File: src/rtl/hazard_stall_ctrl.sv
// Pipeline sequencing controller: load-use stalls, branch flushes and data-memory wait freezes.
// Define HAZARD_PERF_CNT_EN to add saturating load-use / memory stall counters.
module hazard_stall_ctrl #(
    parameter int unsigned MAX_WAIT = 15,
    parameter int unsigned WAIT_W   = 4
`ifdef HAZARD_PERF_CNT_EN
    ,
    parameter int unsigned PERF_W   = 16
`endif
) (
    input  logic       clk,
    input  logic       reset,
    input  logic       idex_memread,
    input  logic [4:0] idex_rt,
    input  logic [4:0] ifid_rs,
    input  logic [4:0] ifid_rt,
    input  logic       ifid_uses_rt,
    input  logic       branch_taken,
    input  logic       exmem_memread,
    input  logic       exmem_memwrite,
    input  logic       mem_ready,
    output logic       dmem_req,
    output logic       pc_wr_en,
    output logic       ifid_en,
    output logic       ifid_flush,
    output logic       idex_en,
    output logic       idex_flush,
    output logic       exmem_en,
    output logic       memwb_bubble,
    output logic       mem_timeout
`ifdef HAZARD_PERF_CNT_EN
    ,
    output logic [PERF_W-1:0] perf_lu_stalls,
    output logic [PERF_W-1:0] perf_mem_stalls
`endif
);

    typedef enum logic {
        ST_RUN      = 1'b0,
        ST_MEM_WAIT = 1'b1
    } state_t;

    state_t              r_state;
    state_t              w_state_nxt;
    logic [WAIT_W-1:0]   r_wait_cnt;
    logic [WAIT_W-1:0]   w_wait_cnt_nxt;
    logic                r_mem_timeout;
    logic                w_timeout_set;
    logic                w_mem_op;
    logic                w_load_use;

    assign w_mem_op   = exmem_memread | exmem_memwrite;
    assign w_load_use = idex_memread & (idex_rt != 5'd0) &
                        ((idex_rt == ifid_rs) | (ifid_uses_rt & (idex_rt == ifid_rt)));

    assign mem_timeout = r_mem_timeout;

    // State, wait counter and sticky timeout flag
    always_ff @(posedge clk) begin
        if (reset) begin
            r_state       <= ST_RUN;
            r_wait_cnt    <= '0;
            r_mem_timeout <= 1'b0;
        end else begin
            r_state    <= w_state_nxt;
            r_wait_cnt <= w_wait_cnt_nxt;
            if (w_timeout_set) begin
                r_mem_timeout <= 1'b1;
            end
        end
    end

    // Next-state and pipeline control; reset overrides every output at the end
    always_comb begin
        w_state_nxt    = r_state;
        w_wait_cnt_nxt = r_wait_cnt;
        w_timeout_set  = 1'b0;
        dmem_req       = 1'b0;
        pc_wr_en       = 1'b1;
        ifid_en        = 1'b1;
        ifid_flush     = 1'b0;
        idex_en        = 1'b1;
        idex_flush     = 1'b0;
        exmem_en       = 1'b1;
        memwb_bubble   = 1'b0;

        case (r_state)
            ST_RUN: begin
                dmem_req = w_mem_op;
                if (w_mem_op & ~mem_ready) begin
                    pc_wr_en       = 1'b0;
                    ifid_en        = 1'b0;
                    idex_en        = 1'b0;
                    exmem_en       = 1'b0;
                    memwb_bubble   = 1'b1;
                    w_state_nxt    = ST_MEM_WAIT;
                    w_wait_cnt_nxt = WAIT_W'(1);
                end else if (w_load_use) begin
                    pc_wr_en   = 1'b0;
                    ifid_en    = 1'b0;
                    idex_flush = 1'b1;
                end else if (branch_taken) begin
                    ifid_flush = 1'b1;
                end
            end
            ST_MEM_WAIT: begin
                dmem_req = 1'b1;
                if (mem_ready) begin
                    w_state_nxt    = ST_RUN;
                    w_wait_cnt_nxt = '0;
                end else if (r_wait_cnt == WAIT_W'(MAX_WAIT)) begin
                    // Forced release: pipeline moves on but the stale MEM result is dropped
                    memwb_bubble   = 1'b1;
                    w_timeout_set  = 1'b1;
                    w_state_nxt    = ST_RUN;
                    w_wait_cnt_nxt = '0;
                end else begin
                    pc_wr_en       = 1'b0;
                    ifid_en        = 1'b0;
                    idex_en        = 1'b0;
                    exmem_en       = 1'b0;
                    memwb_bubble   = 1'b1;
                    w_wait_cnt_nxt = r_wait_cnt + WAIT_W'(1);
                end
            end
            default: begin
                w_state_nxt = ST_RUN;
            end
        endcase

        if (reset) begin
            dmem_req     = 1'b0;
            pc_wr_en     = 1'b0;
            ifid_en      = 1'b0;
            ifid_flush   = 1'b1;
            idex_en      = 1'b0;
            idex_flush   = 1'b1;
            exmem_en     = 1'b0;
            memwb_bubble = 1'b1;
        end
    end

`ifdef HAZARD_PERF_CNT_EN
    logic                w_lu_path;
    logic [PERF_W-1:0]   r_perf_lu;
    logic [PERF_W-1:0]   r_perf_mem;

    assign w_lu_path = ~reset & (r_state == ST_RUN) & ~(w_mem_op & ~mem_ready) & w_load_use;

    // Saturating stall counters
    always_ff @(posedge clk) begin
        if (reset) begin
            r_perf_lu  <= '0;
            r_perf_mem <= '0;
        end else begin
            if (w_lu_path && !(&r_perf_lu)) begin
                r_perf_lu <= r_perf_lu + PERF_W'(1);
            end
            if (!exmem_en && !(&r_perf_mem)) begin
                r_perf_mem <= r_perf_mem + PERF_W'(1);
            end
        end
    end

    assign perf_lu_stalls  = r_perf_lu;
    assign perf_mem_stalls = r_perf_mem;
`endif

endmodule

File: config.mk
export PLATFORM = sky130hd
export DESIGN_NAME = hazard_stall_ctrl
export DESIGN_NICKNAME = d
export VERILOG_FILES = /design/src/rtl/hazard_stall_ctrl.sv
export SDC_FILE = /design/constraint.sdc
export NUM_CORES = 1
export LEC_CHECK = 0
export ABC_AREA = 1
export BUFFER_PORTS_ARGS = -buffer_cell sky130_fd_sc_hd__buf_2
export CAP_MARGIN = 20
export CORE_ASPECT_RATIO = 1.1
export CORE_MARGIN = 3
export CORE_UTILIZATION = 35
export CTS_CLUSTER_DIAMETER = 150
export DETAILED_ROUTE_END_ITERATION = 7
export MAX_ROUTING_LAYER = met4
export PLACE_DENSITY = 0.65
export SLEW_MARGIN = 20
export SYNTH_ARGS = -nofsm -noshare
export SYNTH_HDL_FRONTEND = slang
export SYNTH_SLANG_ARGS = --single-unit
File: constraint.sdc
create_clock -name clk -period 1.9 [get_ports clk]
set_clock_uncertainty 0.15 [all_clocks]
set_input_delay 0.19 -clock clk [delete_from_list [all_inputs] [get_ports clk]]
set_output_delay 0.19 -clock clk [all_outputs]
set_load 0.01 [all_outputs]
==> run metrics <==
Logic pwr share=34.8%; Routed Antenna Nets=0; Final Instance Count excl. Fillers=158; clk slew on worst S/H paths=0.04 ns; Seq/Total Area, Yosys=20.6%; post-synthesis xor/xnor area fraction=1.50%; die extent in y=48.8 µm; CP startpoint kind=register; mux share of post-synthesis cell area=0%; grt ovf=0; largest net degree at the start of global routing=8; Core ar.=1470 µm²; DP Wirelength=1170 µm; Syn Area/Cell=5.40 µm²; Worst Path Required=1.56 ns; CP endpoint kind=output port; pwr/cell area=463 nW/µm²; post-DR wirelength/cell=9.25 µm; Worst EP arrival=1.43 ns; clock power share=28.9%; Crit Path Max Fanout=3; Reg power frac=36.4%; die area=2190 µm²; Crit Path Class=reg2out; CTS Root Cell=clkbuf_4; Post-Synth Simple-Gate Area=48.5%; Final WS setup=0.133 ns; crit path time final=1.77 ns; Initial Utilization=39.6%; synthesis-stage register bit count=6; die width=44.9 µm; RePlAce Congestion=0.834; DRT Pass-1 Iters=4; Switching Share=30.7%; Netlist cell types=21; endpoints failing setup=0; share of cells above drive strength 1=36.6%; # IOs=32; YS warnings=0; design area=805 µm²; Post-DP Area=743 µm²; cell-internal power=0.258 mW; Max Cap Viol=0; post-synthesis adder-cell area fraction=2.15%; CTS buffer count=3; Fin Hold WS=0.0802 ns; Port Buf Inserts=31; Final Max Tran Viols=0; Hold Crit Class=in2reg; total track usage=15.1%; Layout Area Growth over Synthesis=38.0%; status=finished, final reports clean; vias in the first global route=639; Slew @ Worst Pin=0.304 ns; final WL=1460 µm; Clock Tree Buf Depth=2; Vias=705; relative slew slack=79.7%; htree depth=1; clock sinks=6; Layout Nets=168; Psw=0.114 mW; vias per cell=4.46; first-pass GRT wire length=2570 µm; num rows=14; antenna fix cells=0; initial DRC count=17; initial antenna violation count=0; dpl cells=153; Core Util, Final=54.7%; Post-Syn Nets=132; LEAKAGE=0.478 nW; Syn Inst Count=108; Max Clk Rate=566 MHz; DR DRC count=0; Place WS=0.276 ns; Post-Syn Area=583 µm²; largest family of logic cells by synthesized area=simple AND/OR/NAND/NOR gates; maximum VDD drop=324 µV; cts hold-fix bufs=0; final hold viol count=0; CTS tree=done; Synth Area in Compound Gates=11.2%; Final period util=93.0%; Clk Latency, worst-skew pair=0.23 ns
[metal layers]
layer,vias up,global-route usage [%],routed length (µm)
li1,393,-,-
met1,292,20.7,664
met2,20,22.0,698
met3,0,2.21,98
met4,0,5.85,0
met5,-,-,0
[cells by family (layout without fill, tap and decap cells)]
group           Yosys count  in the layout
xor+xnor                  1              1
fa+ha+maj                 1              1
flops                     6              6
compound gates            9              9
simple gates             68             68
buf+inv                  23             57
[cell usage after synthesis]
cell type	count	area share, %
nand3_1	5	4.3
nand4_1	1	1.1
inv_2	8	5.2
nand2_2	1	1.1
nand2_1	41	26
nor2_1	16	10
xnor2_1	1	1.5
nor3_1	1	0.86
a21oi_1	3	2.6
nand3_2	1	1.7
o21ai_0	2	1.7
nor3_2	1	1.7
o21bai_4	1	3.2
nor2_2	1	1.1
o21a_1	1	1.3
inv_1	13	8.4
o22ai_1	1	1.1
ha_1	1	2.1
buf_4	2	2.6
a211oi_1	1	1.3
dfxtp_1	6	21
[registers in the layout (all words and copies together) (netlist names)]
| signal | count |
|---|---|
| mem_timeout | 1 |
| r_wait_cnt | 4 |
| r_state | 1 |
[worst max-delay path, cell delays in order (launching register included)]
cell	delay (ns)
dfxtp_2	0.36
ha_4	0.15
nand3_2	0.10
nand2_2	0.08
inv_2	0.05
nor3_4	0.20
nand2_1	0.07
inv_1	0.06
buf_2	0.12
[through the flow]
stage,TNS (ns),total power [mW]
after global routing,-0.000402,0.412
after detailed placement,0,0.259
after global placement,0,0.257
final,0,0.372
after CTS,0,0.373
after floorplan,0,0.209
[layout make-up]
class / instances / area (µm²)
fill: 156 / 667
timing repair buffer: 33 / 170
tap: 16 / 20.0
multi-input combinational: 79 / 388
sequential: 6 / 125
inverter: 21 / 78.8
clock buffer: 3 / 22.5
[placed cells by master, fill, tap and decap left out]
master     n
dfxtp_4    1
dfxtp_2    1
nor3_4     1
o21a_1     1
nand2_1   41
inv_1     13
a211oi_1   1
xnor2_1    1
buf_2     31
inv_2      8
nor2_1    16
nand2_2    1
buf_4      2
clkbuf_4   3
nand3_1    5
nor3_1     1
o22ai_1    1
o21bai_4   1
a21oi_1    3
nand4_1    1
dfxtp_1    4
nand3_2    1
ha_4       1
nor2_2     1
o21ai_0    2
[path summary, 6_finish.rpt]
| kind | start | end | slack, ns | cells after the start |
|---|---|---|---|---|
| worst max-delay path | r_wait_cnt[1]$_SDFFE_PP0P_ | pc_wr_en | 0.13 | 8 |
| worst min-delay path | reset | r_wait_cnt[1]$_SDFFE_PP0P_ | 0.08 | 2 |
| worst max register to register | r_wait_cnt[1]$_SDFFE_PP0P_ | r_wait_cnt[0]$_SDFFE_PP0P_ | 0.65 | 6 |
| worst min register to register | mem_timeout$_SDFFE_PP0P_ | mem_timeout$_SDFFE_PP0P_ | 0.31 | 2 |
[timing repair]
action	4_1_cts	5_1_grt
endpoints found under the setup margin	0	4
setup buffers	0	2
gates resized for setup	0	6
[power by group through the flow]
stage / logic, mW / registers (mW) / clock network [mW]
2_1_floorplan: 0.0740 / 0.135 / 0
3_3_place_gp: 0.122 / 0.136 / 0
3_5_place_dp: 0.123 / 0.136 / 0
4_1_cts: 0.124 / 0.134 / 0.115
5_1_grt: 0.148 / 0.136 / 0.127
6_report: 0.129 / 0.135 / 0.107
Note: power is estimated with default switching activity, not from simulation.
